$ cat config.mk
export PLATFORM = sky130hd
export DESIGN_NAME = contador_descendente
export DESIGN_NICKNAME = d
export VERILOG_FILES = /design/src/rtl/contador_descendente_pkg.sv /design/src/rtl/contador_descendente.sv
export SDC_FILE = /design/constraint.sdc
export NUM_CORES = 1
export LEC_CHECK = 0
export CAP_MARGIN = 0
export CORE_MARGIN = 2
export CORE_UTILIZATION = 39
export DETAILED_ROUTE_END_ITERATION = 10
export PLACE_DENSITY_LB_ADDON = 0.05
export RECOVER_POWER = 100
export SLEW_MARGIN = 20
export SYNTH_ARGS = -nofsm -noshare
export SYNTH_HDL_FRONTEND = slang
export SYNTH_SLANG_ARGS = --single-unit
export TNS_END_PERCENT = 5
$ cat constraint.sdc
create_clock -name clk -period 1.25 [get_ports clk]
set_input_delay 0.1875 -clock clk [delete_from_list [all_inputs] [get_ports clk]]
set_output_delay 0.1875 -clock clk [all_outputs]
set_load 0.1 [all_outputs]
$ cat src/rtl/contador_descendente_pkg.sv
// Shared constants and state encoding for the down-counter and the mod-28 up-counter.
// The optional auto-reload feature of contador_descendente is selected with RECARGA_AUTO_EN.
package contador_descendente_pkg;

    localparam int ANCHO_DEF      = 5;
    localparam int CUENTA_MAX_DEF = 27;

    typedef enum logic [1:0] {
        IDLE   = 2'b00,
        CUENTA = 2'b01,
        FIN    = 2'b10
    } estado_t;

endpackage

$ cat src/rtl/contador_descendente.sv
// Loadable down-counter with a one-cycle terminal strobe; define RECARGA_AUTO_EN to make
// FIN reload the latched start value and keep counting until cancel or reset.
module contador_descendente
    import contador_descendente_pkg::*;
#(
    parameter int ANCHO      = ANCHO_DEF,
    parameter int CUENTA_MAX = CUENTA_MAX_DEF
) (
    input  logic             clk,
    input  logic             reset_clk,
    input  logic             start,
    input  logic [ANCHO-1:0] valor_carga,
    input  logic             enable,
    input  logic             cancel,
    output logic [ANCHO-1:0] cuenta,
    output logic             ocupado,
    output logic             fin,
    output estado_t          estado_dbg
);

    localparam logic [ANCHO-1:0] MAX_V = ANCHO'(CUENTA_MAX);
    localparam logic [ANCHO-1:0] UNO   = ANCHO'(1);

    // Handshake: start is a one-cycle request, accepted only while ocupado is low (IDLE)
    // and cancel is low; there is no separate ready, a start seen while busy is dropped.
    estado_t          estado, estado_next;
    logic [ANCHO-1:0] cuenta_next;
    logic [ANCHO-1:0] carga;

`ifdef RECARGA_AUTO_EN
    logic [ANCHO-1:0] recarga, recarga_next;
`endif

    assign carga      = (valor_carga > MAX_V) ? MAX_V : valor_carga;
    assign estado_dbg = estado;

    always_ff @(posedge clk or negedge reset_clk) begin
        if (!reset_clk) begin
            estado  <= IDLE;
            cuenta  <= '0;
            fin     <= 1'b0;
            ocupado <= 1'b0;
`ifdef RECARGA_AUTO_EN
            recarga <= '0;
`endif
        end else begin
            estado  <= estado_next;
            cuenta  <= cuenta_next;
            fin     <= (estado_next == FIN);
            ocupado <= (estado_next != IDLE);
`ifdef RECARGA_AUTO_EN
            recarga <= recarga_next;
`endif
        end
    end

    always_comb begin
        estado_next = estado;
        cuenta_next = cuenta;
`ifdef RECARGA_AUTO_EN
        recarga_next = recarga;
`endif
        case (estado)
            IDLE: begin
                cuenta_next = '0;
                if (start && !cancel) begin
`ifdef RECARGA_AUTO_EN
                    recarga_next = carga;
`endif
                    cuenta_next = carga;
                    estado_next = (carga == '0) ? FIN : CUENTA;
                end
            end
            CUENTA: begin
                if (cancel) begin
                    estado_next = IDLE;
                    cuenta_next = '0;
                end else if (enable) begin
                    // cuenta is never 0 here, but <= keeps the path from ever wrapping
                    if (cuenta <= UNO) begin
                        estado_next = FIN;
                        cuenta_next = '0;
                    end else begin
                        cuenta_next = cuenta - UNO;
                    end
                end
            end
            FIN: begin
                cuenta_next = '0;
                if (cancel) begin
                    estado_next = IDLE;
                end else begin
`ifdef RECARGA_AUTO_EN
                    if (recarga != '0) begin
                        estado_next = CUENTA;
                        cuenta_next = recarga;
                    end else begin
                        estado_next = FIN;
                    end
`else
                    estado_next = IDLE;
`endif
                end
            end
            default: begin
                estado_next = IDLE;
                cuenta_next = '0;
            end
        endcase
    end

endmodule

[Yosys cells after proc, flatten, opt, wreduce, memory -nomap -nowiden]
Index checks and enable logic that the tools add are counted.
Word-level totals
  register bits: 9
  output and inout bits: 9
Cells by class
  add/subtract/negate cells: 1
  $lt $le $gt $ge: 2
  equal/unequal tests: 3
  multiplexer cells: 12
  reduce and logical (&&, ||, !) cells: 5
Operators with widths (number)
  5-bit 2-to-1 mux: 5
  2-bit 2-to-1 mux: 5
  5-bit case mux with 2 select lines: 1
  5-bit > comparator, second input constant: 1
  5-bit by 1-bit less-or-equal comparator with 1-bit output, second input constant: 1
  5-bit logical NOT: 1
  5-bit by 1-bit subtractor with 5-bit output, second input constant: 1
  2-bit case mux with 2 select lines: 1
  3-bit != test, second input constant: 1
  2-bit by 1-bit == test with 1-bit output, second input constant: 1
  2-bit == test, second input constant: 1
  2-bit logical NOT: 1
  2-bit nonzero test: 1
  1-bit logical AND: 1
  1-bit logical NOT: 1

[Logic depth before layout (Yosys ltp)]
  depth after elaboration: 7
  mapped depth: 5

[Least setup slack after synthesis]
Ideal clock, no wire load.
  kind: reg2reg
  start point: register cuenta[1]
  end point: register cuenta[4]
  setup time: 0.078 ns
  data arrival time: 1.883 ns
  setup slack: -0.711 ns
  stages on the path, launching flop included: 6
  period minus slack after synthesis: 1.961 ns
  path through: dfrtp_1 inv_1 ha_1 o21ai_0 o211ai_1 a21oi_1
On the way
  word-level cells in the longest chain between the ends: 5
  elaborated cells on any way between the ends: 6
  classes of those cells: add/sub (1); order compare (1); mux (4)
RTL lines
  from (decl): RTL line contador_descendente.sv:15  | output logic [ANCHO-1:0] cuenta,
  from (signal assigned): RTL line contador_descendente.sv:48  | cuenta <= cuenta_next;
  5-bit by 1-bit subtractor with 5-bit output or 5-bit by 1-bit less-or-equal comparator with 1-bit output (tied branches): RTL line contador_descendente.sv:84, contador_descendente.sv:80
  5-bit 2-to-1 mux (*): RTL line contador_descendente.sv:80  | if (cuenta <= UNO) begin
  5-bit 2-to-1 mux (*): RTL line contador_descendente.sv:78  | end else if (enable) begin
  5-bit 2-to-1 mux (*): RTL line contador_descendente.sv:75  | if (cancel) begin
  5-bit case mux with 2 select lines (*): RTL line contador_descendente.sv:63  | case (estado)
Mark *: on every way between the ends. The rest lies on a longest branch, timed or not. The select of a mux whose other input is x is not followed.
A chain may end at the register's enable or synchronous reset.

[Worst setup path in the final report]
  start point: register cuenta[0]
  end point: output cuenta[0]
No word-level cell between the ends.

==> impl_metrics.toml <==
[setup_path]
cp_data_required_time_ns = 1.06
worst-endpoint-arrival_ns = 1.11
biggest_fanout_along_the_worst_timing_path = 4
critical_path_class = "flop to output port"
critPathCaptureType = "output port"
startpoint_class = "flop"

[cts]
cts_max_path_buffers = 2
clock_insertion_delay_worst_skew_ns = 0.27
post_cts_hold_buffer_count = 0
cts_tree = "done"
cts.clk_slew.worst_paths_ns = 0.06
clockRootBuffer = "sky130_fd_sc_hd__clkbuf_4"
htreeDepth = 1
numClockSinks = 9
cts-buffers-inserted = 3

[timing]
timing.max_slew.rel_slack_pct = 69.20
timing.setup.tns_ns = -0.1283
finalClockSkew_ns = 0.008018
setup_repair_after_global_routing_missed_its_margin = "true"
final-setup-viol-count = 5
slew_of_the_pin_with_the_lowest_slew_margin_ns = 0.4604
timing.final.max_slew_violations = 0
crit_path_setup_slack_layout_ns = -0.04563
period_share_pct = 103.7
timing.fmax_ghz = 0.7718
hold_violations_final = 0
layout_min_cycle_time_ns = 1.296

[route]
wl_um = 1783
detail_route.vias_per_cell = 5.496
drt-initial-drc-count = 18
drc_errors = 0
drtAntennaViolNets = 0
number_of_vias_after_detailed_routing = 654
post_drt_wl_per_cell_um = 14.98
drt-pass1-iter-count = 4

[synthesis]
synth_top_cell_area_share_pct = 37.97
seq_area_frac_synth_pct = 37.97
synth_cell_type_count = 34
async_flop_share_pct = 100.0
mappedNetlistNets = 76
synth_top_family_by_area = "simple AND/OR/NAND/NOR gates"
ys_top_cells_by_area = "sky130_fd_sc_hd__dfrtp_1 (38%), sky130_fd_sc_hd__a21oi_1 (4.2%), sky130_fd_sc_hd__ha_1 (4.2%)"
syn-instance-count = 64
top_ff_cell_synth = "sky130_fd_sc_hd__dfrtp_1"
synth_edf_count = 0
synth.avg_cell_area_um2 = 9.267
synth-xor-area-share_pct = 0
post_synth_fa_ha_maj_area_fraction_pct = 4.219
ys_seq_elements = 9
ys.warnings.count = 0
synth-compound-area-share_pct = 25.11
portion_of_netlist_area_occupied_by_mux_cells_pct = 0
netlist.top_cell.by_area = "sky130_fd_sc_hd__dfrtp_1"
synth-simple-area-share_pct = 28.69
synth.cell_area_um2 = 593.1

[final_layout]
antenna-diode-count = 0
drive_gt1_share_pct = 53.40
final_cell_mix = "sky130_fd_sc_hd__buf_4 (17), sky130_fd_sc_hd__clkdlybuf4s50_1 (7), sky130_fd_sc_hd__clkbuf_4 (6), sky130_fd_sc_hd__buf_12 (6), sky130_fd_sc_hd__a21oi_1 (5)"
area_delta_synth_final_pct = 87.76
layout_commonest_cell = "sky130_fd_sc_hd__buf_4"
finalNetCount = 116

[floorplanning]
ios = 19
rows = 14
initial_utilization_pct = 40.31
dieArea_mm2 = 0.001849
die_w_um = 43.00
die_h_um = 43.00
core_mm2 = 0.001471

[place]
finalWeightedCongestion = 0.7317
detailedPlacementHpwl_um = 1320
io_buffers = 18

[run_status]
status = "finished with violations"
violations = "negative setup slack"

[min_path]
min_path_type = "input port to asynchronous set/reset pin"

[job]
timing.max_cap.violations = 0

[pwr]
p_per_area_mw_per_mm2 = 1114
post-layout-total-power_uw = 1240
p_leak_uw = 0.0004595
ir_drop_v = 0.0007802

[global_routing]
grt.overflow.total = 0
grtUsageTotal_pct = 20.65
number_of_global_route_vias_before_repair = 624
grt_start_max_net_pins = 10
antenna_violations_before_repair = 0
grt_first_pass_wirelength_um = 2773
[final cells by class]
type                       count  area (um^2)
clock buffer                   4        26.28
fill                         111        357.8
inverter                       2        10.01
sequential                     9        241.5
timing repair buffer          37        385.4
tap                           16        20.02
multi-input combinational     51        430.4
[metrics by stage]
stage / utilization (%) / hold slack (ns) / std cells / area [um^2] / setup WS (ns)
floorplan: - / -0.1081 / 64 / 609.3 / -0.2670
global placement: 69.22 / 0.5259 / 114 / 1018 / -0.2750
finish: 75.68 / 0.3070 / 119 / 1114 / -0.04563
detailed placement: 69.22 / 0.5249 / 114 / 1018 / -0.2829
CTS: 74.74 / 0.2369 / 118 / 1100 / -0.04255
global route: 75.68 / 0.3456 / 119 / 1114 / -0.1089
[kinds of logic after synthesis]
logic type | after synthesis
AOI/OAI and AO/OA | 22
DFF | 9
and+or+nand+nor | 27
buffers and inverters | 4
adders and majority gates | 2
[state kept, by name, indices dropped and copies added, names as in the netlist]
signal      flops
estado_dbg      2
fin             1
cuenta          5
ocupado         1
[cell usage after synthesis, types with 2 or more instances]
cell type / n
sky130_fd_sc_hd__nand3_1: 2
sky130_fd_sc_hd__a21oi_1: 5
sky130_fd_sc_hd__nand3b_1: 2
sky130_fd_sc_hd__o21ai_0: 2
sky130_fd_sc_hd__dfrtp_1: 9
sky130_fd_sc_hd__a31oi_1: 2
sky130_fd_sc_hd__nor2_1: 6
sky130_fd_sc_hd__o21a_1: 2
sky130_fd_sc_hd__nor3b_1: 2
sky130_fd_sc_hd__inv_1: 2
sky130_fd_sc_hd__ha_1: 2
sky130_fd_sc_hd__nor2b_1: 2
sky130_fd_sc_hd__o22ai_1: 2
sky130_fd_sc_hd__nand2_1: 4
[power breakdown]
group          internal [uW]  switching [uW]  leakage, uW
clock                    123             101    0.0000150
sequential               325            36.2     0.000109
combinational            282             373     0.000335
[what timing repair did]
action / in CTS / in global routing
pin swaps: 6 / 4
endpoints found under the hold margin: 0 / 0
resized for setup: 15 / 7
setup endpoints to repair: 10 / 11
buffers inserted: 0 / 1
[routing by layer]
layer	wire length, um	track usage (%)
met1	833	23.76
met2	873	35.45
met3	65	8.085
met4	10	5.455
met5	0	0
[worst max-delay path: stages (launching register included)]
cell                      delay [ns]
sky130_fd_sc_hd__dfrtp_4        0.51
sky130_fd_sc_hd__buf_4          0.17
sky130_fd_sc_hd__buf_12         0.16
[worst paths after layout]
| check | from | end | slack (ns) | depth (start not counted) |
|---|---|---|---|---|
| min | reset_clk | cuenta[1] | 0.31 | 1 |
| min in group clk | cancel | estado_dbg[0] | 0.52 | 4 |
| max in group asynchronous | reset_clk | estado_dbg[1] | 0.58 | 1 |
| max | cuenta[0] | cuenta[0] | -0.05 | 2 |
| min reg2reg | estado_dbg[1] | fin | 0.54 | 1 |
| max reg2reg | cuenta[1] | cuenta[4] | -0.04 | 5 |
Power figures use the tool's default switching activity.
